===== src/rtl/f2c_queue_scheduler_if.sv =====
// Request / grant / completion handshake between the PDU buffer, the scheduler and the f2c DMA engine.
interface f2c_queue_scheduler_if #(
    parameter int unsigned NB_QUEUES = 4,
    parameter int unsigned RB_AWIDTH = 16
);
    localparam int unsigned QW = (NB_QUEUES > 1) ? $clog2(NB_QUEUES) : 1;

    logic                 req_valid;
    logic [RB_AWIDTH-1:0] req_size;
    logic                 req_ready;
    logic                 grant_valid;
    logic                 grant_ready;
    logic [QW-1:0]        grant_qid;
    logic [RB_AWIDTH-1:0] grant_tail;
    logic [RB_AWIDTH-1:0] grant_head;
    logic [63:0]          grant_kmem_addr;
    logic [RB_AWIDTH-1:0] grant_size;
    logic                 dma_done;
    logic [RB_AWIDTH-1:0] dma_new_tail;

    // Requester / DMA-engine side
    modport master (
        output req_valid, req_size, grant_ready, dma_done, dma_new_tail,
        input  req_ready, grant_valid, grant_qid, grant_tail, grant_head,
               grant_kmem_addr, grant_size
    );

    // Scheduler side
    modport slave (
        input  req_valid, req_size, grant_ready, dma_done, dma_new_tail,
        output req_ready, grant_valid, grant_qid, grant_tail, grant_head,
               grant_kmem_addr, grant_size
    );
endinterface


===== src/rtl/f2c_queue_scheduler.sv =====
// Round-robin FPGA->CPU DMA queue scheduler: grants the next queue whose ring has room
// for the pending transfer and owns each queue's tail pointer.
module f2c_queue_scheduler #(
    parameter  int unsigned NB_QUEUES = 4,
    parameter  int unsigned RB_AWIDTH = 16,
    localparam int unsigned QW        = (NB_QUEUES > 1) ? $clog2(NB_QUEUES) : 1
) (
    input  logic                           pcie_clk,
    input  logic                           pcie_reset_n,
    input  logic                           disable_sched,
    input  logic [QW:0]                    total_queues,
    input  logic [RB_AWIDTH:0]             rb_size,
    input  logic [NB_QUEUES*RB_AWIDTH-1:0] heads_flat,
    input  logic [NB_QUEUES*64-1:0]        kmem_flat,
    output logic [NB_QUEUES*RB_AWIDTH-1:0] tails_flat,
    output logic                           busy,
    output logic [31:0]                    stall_cnt,
    output logic                           err_done,
    f2c_queue_scheduler_if.slave           bus
);
    localparam int unsigned NQW    = QW + 1;
    localparam int unsigned NRB    = RB_AWIDTH + 1;
    localparam logic [QW:0] NQ_MAX = NQW'(NB_QUEUES);

    typedef enum logic [1:0] {IDLE, SCAN, ISSUE, WAIT_DONE} state_t;

    state_t               state_q, state_d;
    logic [RB_AWIDTH-1:0] tails_q [NB_QUEUES];
    logic [RB_AWIDTH-1:0] tails_d [NB_QUEUES];
    logic [QW-1:0]        rr_ptr_q, rr_ptr_d;
    logic [QW-1:0]        scan_ptr_q, scan_ptr_d;
    logic [QW:0]          scan_cnt_q, scan_cnt_d;
    logic [QW:0]          nq_q, nq_d;
    logic [31:0]          stall_q, stall_d;
    logic                 req_ready_q, req_ready_d;
    logic                 grant_valid_q, grant_valid_d;
    logic                 busy_q, busy_d;
    logic                 err_q, err_d;
    logic [QW-1:0]        gqid_q, gqid_d;
    logic [RB_AWIDTH-1:0] gtail_q, gtail_d;
    logic [RB_AWIDTH-1:0] ghead_q, ghead_d;
    logic [RB_AWIDTH-1:0] gsize_q, gsize_d;
    logic [63:0]          gkmem_q, gkmem_d;

    logic [RB_AWIDTH-1:0] heads [NB_QUEUES];
    logic [63:0]          kmems [NB_QUEUES];

    logic [QW:0]          nq_in;
    logic [QW-1:0]        rr_start_in, rr_start_cur;
    logic [RB_AWIDTH-1:0] mask, free_scan;
    logic                 eligible, scan_wrap, scan_pass_end, qid_wrap;

    // Unpack flat CPU-register buses and pack the tail array back out
    for (genvar i = 0; i < NB_QUEUES; i++) begin : g_flat
        assign heads[i] = heads_flat[i*RB_AWIDTH +: RB_AWIDTH];
        assign kmems[i] = kmem_flat[i*64 +: 64];
        assign tails_flat[i*RB_AWIDTH +: RB_AWIDTH] = tails_q[i];
    end

    // Active queue count: 0 means one queue, clipped to the number of built queues
    assign nq_in = (total_queues == '0)    ? NQW'(1) :
                   (total_queues > NQ_MAX) ? NQ_MAX  : total_queues;

    // A stale rr_ptr beyond a shrunk queue count restarts the scan at queue 0
    assign rr_start_in  = ({1'b0, rr_ptr_q} < nq_in) ? rr_ptr_q : '0;
    assign rr_start_cur = ({1'b0, rr_ptr_q} < nq_q)  ? rr_ptr_q : '0;

    // Free space in the scanned ring, one slot kept empty to tell full from empty
    assign mask      = RB_AWIDTH'(rb_size - NRB'(1));
    assign free_scan = (heads[scan_ptr_q] - tails_q[scan_ptr_q] - RB_AWIDTH'(1)) & mask;
    assign eligible  = (bus.req_size == '0) || (free_scan >= bus.req_size);

    assign scan_wrap     = (NQW'({1'b0, scan_ptr_q}) + NQW'(1)) == nq_q;
    assign scan_pass_end = scan_cnt_q == (nq_q - NQW'(1));
    assign qid_wrap      = (NQW'({1'b0, gqid_q}) + NQW'(1)) == nq_q;

    // Next-state and next-output logic
    always_comb begin
        state_d       = state_q;
        tails_d       = tails_q;
        rr_ptr_d      = rr_ptr_q;
        scan_ptr_d    = scan_ptr_q;
        scan_cnt_d    = scan_cnt_q;
        nq_d          = nq_q;
        stall_d       = stall_q;
        req_ready_d   = 1'b0;
        err_d         = err_q;
        gqid_d        = gqid_q;
        gtail_d       = gtail_q;
        ghead_d       = ghead_q;
        gsize_d       = gsize_q;
        gkmem_d       = gkmem_q;

        if (bus.dma_done && (state_q != WAIT_DONE)) begin
            err_d = 1'b1;
        end

        case (state_q)
            IDLE: begin
                if (bus.req_valid && !disable_sched) begin
                    state_d    = SCAN;
                    nq_d       = nq_in;
                    scan_ptr_d = rr_start_in;
                    scan_cnt_d = '0;
                end
            end
            SCAN: begin
                if (!bus.req_valid) begin
                    state_d = IDLE;
                end else if (eligible) begin
                    state_d = ISSUE;
                    gqid_d  = scan_ptr_q;
                    gtail_d = tails_q[scan_ptr_q];
                    ghead_d = heads[scan_ptr_q];
                    gkmem_d = kmems[scan_ptr_q];
                    gsize_d = bus.req_size;
                end else if (scan_pass_end) begin
                    if (stall_q != '1) begin
                        stall_d = stall_q + 32'd1;
                    end
                    scan_ptr_d = rr_start_cur;
                    scan_cnt_d = '0;
                end else begin
                    scan_ptr_d = scan_wrap ? '0 : scan_ptr_q + QW'(1);
                    scan_cnt_d = scan_cnt_q + NQW'(1);
                end
            end
            ISSUE: begin
                if (bus.grant_ready) begin
                    state_d     = WAIT_DONE;
                    req_ready_d = 1'b1;
                end
            end
            WAIT_DONE: begin
                if (bus.dma_done) begin
                    tails_d[gqid_q] = bus.dma_new_tail;
                    rr_ptr_d        = qid_wrap ? '0 : gqid_q + QW'(1);
                    state_d         = IDLE;
                end
            end
            default: state_d = IDLE;
        endcase

        grant_valid_d = (state_d == ISSUE);
        busy_d        = (state_d != IDLE);
    end

    // State and registered outputs; reset drops any in-flight grant immediately
    always_ff @(posedge pcie_clk or negedge pcie_reset_n) begin
        if (!pcie_reset_n) begin
            state_q       <= IDLE;
            for (int i = 0; i < NB_QUEUES; i++) begin
                tails_q[i] <= '0;
            end
            rr_ptr_q      <= '0;
            scan_ptr_q    <= '0;
            scan_cnt_q    <= '0;
            nq_q          <= NQW'(1);
            stall_q       <= '0;
            req_ready_q   <= 1'b0;
            grant_valid_q <= 1'b0;
            busy_q        <= 1'b0;
            err_q         <= 1'b0;
            gqid_q        <= '0;
            gtail_q       <= '0;
            ghead_q       <= '0;
            gsize_q       <= '0;
            gkmem_q       <= '0;
        end else begin
            state_q       <= state_d;
            tails_q       <= tails_d;
            rr_ptr_q      <= rr_ptr_d;
            scan_ptr_q    <= scan_ptr_d;
            scan_cnt_q    <= scan_cnt_d;
            nq_q          <= nq_d;
            stall_q       <= stall_d;
            req_ready_q   <= req_ready_d;
            grant_valid_q <= grant_valid_d;
            busy_q        <= busy_d;
            err_q         <= err_d;
            gqid_q        <= gqid_d;
            gtail_q       <= gtail_d;
            ghead_q       <= ghead_d;
            gsize_q       <= gsize_d;
            gkmem_q       <= gkmem_d;
        end
    end

    assign bus.req_ready       = req_ready_q;
    assign bus.grant_valid     = grant_valid_q;
    assign bus.grant_qid       = gqid_q;
    assign bus.grant_tail      = gtail_q;
    assign bus.grant_head      = ghead_q;
    assign bus.grant_size      = gsize_q;
    assign bus.grant_kmem_addr = gkmem_q;
    assign busy                = busy_q;
    assign stall_cnt           = stall_q;
    assign err_done            = err_q;
endmodule


===== src/flat_wrapper.sv =====
// flat-port wrapper written by rule: the top's interface ports become plain ports
module f2c_queue_scheduler_flat 
#(
    parameter  int unsigned NB_QUEUES = 4,
    parameter  int unsigned RB_AWIDTH = 16,
    localparam int unsigned QW        = (NB_QUEUES > 1) ? $clog2(NB_QUEUES) : 1
)
  (pcie_clk, pcie_reset_n, disable_sched, total_queues, rb_size, heads_flat, kmem_flat, tails_flat, busy, stall_cnt, err_done, bus_req_valid, bus_req_size, bus_grant_ready, bus_dma_done, bus_dma_new_tail, bus_req_ready, bus_grant_valid, bus_grant_qid, bus_grant_tail, bus_grant_head, bus_grant_kmem_addr, bus_grant_size);
  f2c_queue_scheduler_if #(.NB_QUEUES(NB_QUEUES), .RB_AWIDTH(RB_AWIDTH)) bus_i ();
  input  logic pcie_clk;
  input  logic pcie_reset_n;
  input  logic disable_sched;
  input  logic [QW:0] total_queues;
  input  logic [RB_AWIDTH:0] rb_size;
  input  logic [NB_QUEUES*RB_AWIDTH-1:0] heads_flat;
  input  logic [NB_QUEUES*64-1:0] kmem_flat;
  output logic [NB_QUEUES*RB_AWIDTH-1:0] tails_flat;
  output logic busy;
  output logic [31:0] stall_cnt;
  output logic err_done;
  input wire logic [$bits(bus_i.req_valid)-1:0] bus_req_valid;
  input wire logic [$bits(bus_i.req_size)-1:0] bus_req_size;
  input wire logic [$bits(bus_i.grant_ready)-1:0] bus_grant_ready;
  input wire logic [$bits(bus_i.dma_done)-1:0] bus_dma_done;
  input wire logic [$bits(bus_i.dma_new_tail)-1:0] bus_dma_new_tail;
  output wire logic [$bits(bus_i.req_ready)-1:0] bus_req_ready;
  output wire logic [$bits(bus_i.grant_valid)-1:0] bus_grant_valid;
  output wire logic [$bits(bus_i.grant_qid)-1:0] bus_grant_qid;
  output wire logic [$bits(bus_i.grant_tail)-1:0] bus_grant_tail;
  output wire logic [$bits(bus_i.grant_head)-1:0] bus_grant_head;
  output wire logic [$bits(bus_i.grant_kmem_addr)-1:0] bus_grant_kmem_addr;
  output wire logic [$bits(bus_i.grant_size)-1:0] bus_grant_size;
  assign bus_i.req_valid = bus_req_valid;
  assign bus_i.req_size = bus_req_size;
  assign bus_i.grant_ready = bus_grant_ready;
  assign bus_i.dma_done = bus_dma_done;
  assign bus_i.dma_new_tail = bus_dma_new_tail;
  assign bus_req_ready = bus_i.req_ready;
  assign bus_grant_valid = bus_i.grant_valid;
  assign bus_grant_qid = bus_i.grant_qid;
  assign bus_grant_tail = bus_i.grant_tail;
  assign bus_grant_head = bus_i.grant_head;
  assign bus_grant_kmem_addr = bus_i.grant_kmem_addr;
  assign bus_grant_size = bus_i.grant_size;
  f2c_queue_scheduler #(.NB_QUEUES(NB_QUEUES), .RB_AWIDTH(RB_AWIDTH)) u_core (.pcie_clk(pcie_clk), .pcie_reset_n(pcie_reset_n), .disable_sched(disable_sched), .total_queues(total_queues), .rb_size(rb_size), .heads_flat(heads_flat), .kmem_flat(kmem_flat), .tails_flat(tails_flat), .busy(busy), .stall_cnt(stall_cnt), .err_done(err_done), .bus(bus_i));
endmodule

===== config.mk =====
export PLATFORM = sky130hd
export DESIGN_NAME = f2c_queue_scheduler_flat
export DESIGN_NICKNAME = d
export VERILOG_FILES = /design/src/rtl/f2c_queue_scheduler_if.sv /design/src/rtl/f2c_queue_scheduler.sv /design/src/flat_wrapper.sv
export SDC_FILE = /design/constraint.sdc
export NUM_CORES = 1
export LEC_CHECK = 0
export CAP_MARGIN = 20
export CORE_AREA = 2 2 232 234
export CTS_CLUSTER_SIZE = 40
export DETAILED_ROUTE_END_ITERATION = 6
export DIE_AREA = 0 0 234 236
export GPL_TIMING_DRIVEN = 0
export SLEW_MARGIN = 0
export SYNTH_ARGS = -nofsm -noshare
export SYNTH_HDL_FRONTEND = slang
export SYNTH_SLANG_ARGS = --single-unit

===== constraint.sdc =====
create_clock -name pcie_clk -period 6.56 [get_ports pcie_clk]
set_input_delay 1.64 -clock pcie_clk [delete_from_list [all_inputs] [get_ports pcie_clk]]
set_output_delay 1.64 -clock pcie_clk [all_outputs]
set_load 0.01 [all_outputs]

==> qor.tcl, run 1 <==
set qor(status) {finished clean}
set qor(fp.dieH_um) 236
set qor(yosysWarningCount) 0
set qor(dr_total_vias) 10801
set qor(final.setup_skew_ps) 12.69
set qor(register_bit_total_from_synthesis) 226
set qor(detail_route.drc_violations) 0
set qor(synth.area.mux_share) 0.3282
set qor(holdPathStages) 1
set qor(pre_cts_slack_ps) -615.0
set qor(end_kind) {flop}
set qor(mostFrequentLayoutCells) {clkdlybuf4s50_1, dfrtp_1, mux2_2, mux4_2}
set qor(timing_hold_violations_final) 0
set qor(reg2regPathDepth) 23
set qor(synthDominantCellAreaShare) 0.4378
set qor(cts_tree) {done}
set qor(chipWidth_um) 234
set qor(synth.lib_cells_used.distinct) 55
set qor(fin_area_sq_um) 20720
set qor(synth_compound_area_frac) 0.03396
set qor(regToRegStartpoint) {u_core.scan_ptr_q[1]$_DFFE_PN0P_}
set qor(worstPathRequired_ps) 6990
set qor(fmaxAchievable_mhz) 159.9
set qor(total_leakage_power_nw) 8.619
set qor(multiInputGateArea_sq_um) 6794
set qor(combinational_family_with_the_most_area_after_synthesis) {multiplexers}
set qor(rsz0062_at_grt) {false}
set qor(internal_power_mw) 5.238
set qor(relSlewSlack) 0.3407
set qor(gpl.final_weighted_congestion) 0.8711
set qor(routed_wirelength_um) 49510
set qor(nNetsFinal) 2010
set qor(seqPwrFrac) 0.271
set qor(synth_xor_area_frac) 0.04291
set qor(finalMaxSlewViolations) 0
set qor(synth.avg_cell_area_sq_um) 13.31
set qor(end_point_of_the_worst_hold_path) {u_core.err_done$_DFFE_PN0P_}
set qor(clock_path_buffers) 3
set qor(critical_path.reg2reg.endpoint) {u_core.bus.grant_kmem_addr[21]$_DFFE_PN0P_}
set qor(pd_cells_nw_per_um2) 395.4
set qor(dpl-instance-area_sq_um) 19710
set qor(detail_route.first_pass.iterations) 6
set qor(period_share) 0.9533
set qor(core.rowCount) 85
set qor(number_of_primary_i_o_pins) 592
set qor(port_buffers) 590
set qor(routed_wire_length_per_instance_um) 21.43
set qor(synthCells) 966
set qor(worst_pin_slew_ps) 989.0
set qor(postCtsSetupRepairBufs) 0
set qor(wire_length_of_the_first_global_routing_pass_um) 71690
set qor(drv.max_cap_violation_count) 0
set qor(hold_start) {u_core.err_done$_DFFE_PN0P_}
set qor(track_usage) 0.1739
set qor(post_drt_via_cell_ratio) 4.676
set qor(timing.setup.tns_ps) 0
set qor(root_buffer) {clkbuf_16}
set qor(worst_setup_hold_path_clk_slew_ps) 60
set qor(regArea_sq_um) 5657
set qor(sort_of_element_at_the_start_of_the_critical_path) {primary input}
set qor(num-fill-cells) 5050
set qor(final.setup.worst_slack_ps) 306.5
set qor(yosysSeqAreaShare) 0.4399
set qor(worst-endpoint-arrival_ps) 6680
set qor(timing.final.crit_period_ps) 6253
set qor(netlist_area_sq_um) 12860
set qor(grt_max_degree) 111
set qor(synth_top_cells_by_area) {dfrtp_1, mux4_2, mux2_2, ha_1, xor2_1}
set qor(cts_buffers) 28
set qor(tritoncts_num_sinks) 226
set qor(synth_enable_flop_cells) 0
set qor(synth_top_flop_cell) {dfrtp_1}
set qor(post_synth_and_or_nand_nor_area_fraction) 0.07968
set qor(antenna_found_initial) 3
set qor(setup_viol) 0
set qor(insertion_delay_ps) 550
set qor(die_area_sq_um) 55220
set qor(postRouteAntennaNets) 0
set qor(coreArea_sq_um) 53070
set qor(critical_path_peak_fanout) 10
set qor(pwr-share-clk) 0.195
set qor(drt_first_iter_violations) 442
set qor(whs_ps) 462.8
set qor(yosys.area_share.adder) 0.04242
set qor(synth_largest_area_cell) {dfrtp_1}
set qor(mappedNetlistNets) 1387
set qor(grt_overflow_total) 0
set qor(layout-drive-gt1-share) 0.2222
set qor(h-tree-depth) 1
set qor(final_total_power_mw) 8.194
set qor(worst_setup_path_startpoint) {heads_flat[51]}
set qor(asyncSetResetFlopFracSynth) 1.000
set qor(grt_pass1_vias) 11583
set qor(areaGrowthSynthToFinish_pct) 61.15
set qor(net-switching-power_mw) 2.956
set qor(p_sw_frac) 0.3608
set qor(irDropWorstVdd_mv) 0.1606
set qor(regToRegSetupSlack_ps) 530
set qor(critPathKind) {primary input to flop}
set qor(comb_power_share) 0.534
set qor(timing.hold.worst.class) {flop to flop}
set qor(mostFrequentLayoutCell) {clkdlybuf4s50_1}
set qor(hpwl_reported_at_the_end_of_detailed_placement_um) 40460
set qor(initial_utilization) 0.2423
-- layer usage --
layer  part of all wire  global-route usage  vias up  wire length, um
li1                   -                   -     4886                -
met1               0.37              0.1944     5393            18330
met2               0.52              0.3245      450            25970
met3              0.079             0.03905       68             3904
met4              0.026             0.05082        4             1282
met5            0.00053                   0        -               26
-- Yosys cell counts, types with 4 or more instances --
cell type  instances
nand3b_1           5
o21a_1             4
buf_1              4
and3_1             9
o21ai_0           14
mux2_2           181
a21oi_1            8
or3_1              4
inv_1             46
nand2_1           46
clkbuf_1          26
dfrtp_1          225
nor2_1            27
buf_2             12
nand2b_1           5
buf_6              7
nor3b_1            5
a211oi_1           7
mux4_2            96
xor2_1            37
nor4_1            12
a31oi_1            5
nor3_1            34
xnor2_1           26
nand4_1            8
nand3_1           16
nor2b_1            6
ha_1              42
a21o_1            11
-- timing repair --
action,4_1_cts,5_1_grt
hold buffers,0,0
endpoints found under the setup margin,134,115
gates resized for setup,16,3
-- state kept, by name (all words and copies together) (netlist names), 2 cells and up --
signal	flops
u_core.bus.grant_head	16
u_core.bus.grant_kmem_addr	64
u_core.bus.grant_qid	2
u_core.bus.grant_size	16
u_core.bus.grant_tail	16
u_core.nq_q	3
u_core.rr_ptr_q	2
u_core.scan_cnt_q	3
u_core.scan_ptr_q	2
u_core.stall_cnt	32
u_core.state_q	2
u_core.tails_flat	64
-- stage by stage --
step           cells  utilization
3_5_place_dp    2255       0.3714
3_3_place_gp    2252       0.3700
6_report        2310       0.3905
5_1_grt         2307       0.3904
4_1_cts         2307       0.3901
2_1_floorplan    966            -
-- cells by family (layout without fill, tap and decap cells) --
| family | after synthesis | after routing |
|---|---|---|
| and+or+nand+nor | 196 | 196 |
| xor gates and xnor gates | 63 | 63 |
| buffers and inverters | 95 | 740 |
| DFF | 226 | 226 |
| other | 0 | 3 |
| AOI/OAI and AO/OA | 64 | 64 |
| adders and majority gates | 43 | 43 |
| muxes | 279 | 279 |
-- power groups by stage --
stage	clock network, mW	logic (mW)	registers (mW)
after global routing	1.71	4.73	2.29
after global placement	0	4.38	2.22
final	1.60	4.37	2.22
after detailed placement	0	4.43	2.24
after floorplan	0	2.18	2.39
after CTS	1.65	4.47	2.23
-- worst max-delay path by stage --
stage | end | slack [ps]
global placement | u_core.bus.grant_kmem_addr[56]$_DFFE_PN0P_ | -6340
floorplan | u_core.bus.grant_kmem_addr[15]$_DFFE_PN0P_ | 1000
global route | u_core.bus.grant_kmem_addr[21]$_DFFE_PN0P_ | 3
CTS | u_core.bus.grant_kmem_addr[21]$_DFFE_PN0P_ | 8
finish | u_core.bus.grant_kmem_addr[21]$_DFFE_PN0P_ | 310
detailed placement | u_core.bus.grant_kmem_addr[12]$_DFFE_PN0P_ | -610
-- worst max-delay path: stages --
cell	delay [ps]
clkdlybuf4s50_1	490
mux4_2	550
ha_1	370
o21ai_0	120
o21ai_0	270
nand3_1	150
a31o_2	290
a211oi_2	300
nor3_1	90
nor3b_1	210
ha_1	280
nand4_1	150
nor2_1	60
or4b_1	610
buf_6	190
nand2_4	160
buf_6	210
buf_6	170
mux2_2	350
-- final cells by class --
cell class | instances | area share
multi-input cells | 645 | 0.3278
repair buffers | 593 | 0.2884
flip-flops and latches | 226 | 0.2730
well taps | 696 | 0.04202
clock buffers | 45 | 0.04178
plain buffers | 49 | 0.01377
inverters | 46 | 0.008332
clock inverters | 7 | 0.004528
diodes | 3 | 0.0003623
Power figures use the tool's default switching activity.
==> inputs of run 2 (changes only) <==
- MAX_ROUTING_LAYER: default -> met4
==> run 2 against run 1 <==
Core utilization barely moved. Setup slack got worse by 2.7 ps. Worst hold slack improved by 2.5 ps. Final cell count barely moved. Die area did not move. Critical endpoint is now u_core.bus.grant_kmem_addr[50]$_DFFE_PN0P_. Highest routed layer is now met4.
==> qor.tcl, run 2 (synthesized netlist as in run 1, its figures left out) <==
set qor(status) {finished clean} ;# unchanged
set qor(drt_first_iter_violations) 387 ;# was 442
set qor(layout-drive-gt1-share) 0.2222 ;# unchanged
set qor(dr_total_vias) 10809 ;# was 10801
set qor(total_leakage_power_nw) 8.619 ;# unchanged
set qor(critPathKind) {primary input to flop} ;# unchanged
set qor(gpl.final_weighted_congestion) 0.8854 ;# was 0.8711
set qor(cp_common_cell) {buf_6} ;# unchanged
set qor(postCtsSetupRepairBufs) 0 ;# unchanged
set qor(timing.setup.tns_ps) 0 ;# unchanged
set qor(final.setup.worst_slack_ps) 303.8 ;# was 306.5 ps
set qor(worst_pin_slew_ps) 918.3 ;# was 989.0 ps
set qor(tritoncts_num_sinks) 226 ;# unchanged
set qor(h-tree-depth) 1 ;# unchanged
set qor(track_usage) 0.1790 ;# was 0.1739
set qor(cts_tree) {done} ;# unchanged
set qor(insertion_delay_ps) 550 ;# about the same
set qor(hold_start) {u_core.err_done$_DFFE_PN0P_} ;# unchanged
set qor(mostFrequentLayoutCell) {clkdlybuf4s50_1} ;# unchanged
set qor(pd_cells_nw_per_um2) 395.5 ;# was 395.4 nW/um^2
set qor(timing_hold_violations_final) 0 ;# unchanged
set qor(whs_ps) 465.3 ;# was 462.8 ps
set qor(regToRegStartpoint) {u_core.scan_ptr_q[1]$_DFFE_PN0P_} ;# unchanged
set qor(worst-endpoint-arrival_ps) 6690 ;# was 6680 ps
set qor(dpl-instance-area_sq_um) 19710 ;# unchanged
set qor(initial_utilization) 0.2423 ;# unchanged
set qor(detail_route.first_pass.iterations) 5 ;# was 6
set qor(rsz0062_at_grt) {false} ;# unchanged
set qor(final.setup_skew_ps) 11.14 ;# was 12.69 ps
set qor(areaGrowthSynthToFinish_pct) 61.17 ;# was 61.15%
set qor(routed_wirelength_um) 49650 ;# was 49510 um
set qor(fp.dieH_um) 236 ;# unchanged
set qor(core.rowCount) 85 ;# unchanged
set qor(hpwl_reported_at_the_end_of_detailed_placement_um) 40460 ;# unchanged
set qor(cts_hold_repair.buffers) 0 ;# unchanged
set qor(timing.final.crit_period_ps) 6256 ;# was 6253 ps
set qor(timing.critical_path.slowest_stage_cell) {or4b_1} ;# unchanged
set qor(root_buffer) {clkbuf_16} ;# unchanged
set qor(grt_overflow_total) 0 ;# unchanged
set qor(worst_setup_hold_path_clk_slew_ps) 60 ;# about the same
set qor(port_buffers) 590 ;# unchanged
set qor(post_drt_via_cell_ratio) 4.677 ;# was 4.676
set qor(fin_area_sq_um) 20730 ;# was 20720 sq um
set qor(worst_setup_path_startpoint) {heads_flat[51]} ;# unchanged
set qor(chipWidth_um) 234 ;# unchanged
set qor(postRouteAntennaNets) 0 ;# unchanged
set qor(grt_pass1_vias) 11582 ;# was 11583
set qor(placed_cells) 2255 ;# unchanged
set qor(sort_of_element_at_the_start_of_the_critical_path) {primary input} ;# unchanged
set qor(finalMaxSlewViolations) 0 ;# unchanged
set qor(wire_length_of_the_first_global_routing_pass_um) 71600 ;# was 71690 um
set qor(worstPathRequired_ps) 6990 ;# about the same
set qor(routed_wire_length_per_instance_um) 21.48 ;# was 21.43 um
set qor(global_route_met3_utilization) 0.03651 ;# was 0.03905
set qor(grt_most_used_layer) {met2} ;# unchanged
set qor(setup_viol) 0 ;# unchanged
set qor(detail_route.drc_violations) 0 ;# unchanged
set qor(non_filler_instance_count_after_layout) 2311 ;# was 2310
set qor(pre_cts_slack_ps) -615.0 ;# unchanged
set qor(antenna_found_initial) 3 ;# unchanged
set qor(irDropWorstVdd_mv) 0.1601 ;# was 0.1606 mV
set qor(die_area_sq_um) 55220 ;# unchanged
set qor(cpPeakStageDelay_ps) 610 ;# about the same
set qor(fmaxAchievable_mhz) 159.8 ;# was 159.9 MHz
set qor(met2_usage) 0.3239 ;# was 0.3245
set qor(timing.hold.worst.class) {flop to flop} ;# unchanged
set qor(nNetsFinal) 2010 ;# unchanged
set qor(end_kind) {flop} ;# unchanged
set qor(mostFrequentLayoutCells) {clkdlybuf4s50_1, dfrtp_1, mux2_2, mux4_2} ;# unchanged
set qor(critical_path_peak_fanout) 10 ;# unchanged
set qor(relSlewSlack) 0.3878 ;# was 0.3407
set qor(drv.max_cap_violation_count) 0 ;# unchanged
set qor(clock_path_buffers) 3 ;# unchanged
set qor(post_route_utilization) 0.3905 ;# about the same
set qor(cts_buffers) 28 ;# unchanged
set qor(grtUsageMet1) 0.1964 ;# was 0.1944
set qor(final_total_power_mw) 8.198 ;# was 8.194 mW
set qor(period_share) 0.9537 ;# was 0.9533
set qor(grt_max_degree) 111 ;# unchanged
set qor(path_cells) {clkdlybuf4s50_1 > mux4_2 > ha_1 > o21ai_0 > o21ai_0 > nand3_1 > a31o_2 > a211oi_2 > nor3_1 > nor3b_1 > ha_1 > nand4_1 > nor2_1 > or4b_1 > buf_6 > nand2_4 > buf_6 > buf_6 > mux2_2} ;# unchanged
set qor(number_of_primary_i_o_pins) 592 ;# unchanged
set qor(coreArea_sq_um) 53070 ;# unchanged
run 2: changes by cell type in the layout (fill, tap and decap cells not counted):
cell,before,now
diode_2,3,4
run 2: worst paths after layout:
path	endpoint	slack [ps]	cells past startpoint
min	u_core.err_done$_DFFE_PN0P_	470	1
max reg2reg	u_core.bus.grant_kmem_addr[50]$_DFFE_PN0P_	510	21
max in group asynchronous	u_core.tails_flat[51]$_DFFE_PN0P_	4340	3
min in group asynchronous	u_core.bus.grant_size[13]$_DFFE_PN0P_	940	1
max	u_core.bus.grant_kmem_addr[50]$_DFFE_PN0P_	300	19
min reg2reg	u_core.err_done$_DFFE_PN0P_	470	1
run 2: power breakdown:
part	total [mW]	switching (mW)	internal [mW]
registers	2.22	0.330	1.89
clock network	1.60	0.621	0.977
logic	4.38	2.01	2.37
total	8.20	2.96	5.24
run 2: final cells by class:
class | count | area (sq um)
multi-input combinational | 645 | 6794
tap | 696 | 870.8
inverter | 46 | 172.7
fill | 5048 | 32340
antenna | 4 | 10.01
timing repair buffer | 593 | 5977
buffer | 49 | 285.3
clock inverter | 7 | 93.84
sequential | 226 | 5657
clock buffer | 45 | 865.8
run 2: timing repair:
| action | 4_1_cts | 5_1_grt |
|---|---|---|
| endpoints found under the setup margin | 134 | 115 |
| gates cloned | 0 | 0 |
| resized for setup | 16 | 3 |
run 2: worst max-delay path: cells and delay by family:
kind                       cells  cell delay (ps)
AOI/OAI and AO/OA              4              990
adders and majority gates      2              650
and+or+nand+nor                7             1420
muxes                          2              910
buffers and inverters          4             1060
run 2: per-layer routing:
layer,vias up,wire [um]
li1,4886,-
met1,5434,18690
met2,422,25960
met3,67,3710
met4,0,1285
met5,-,0
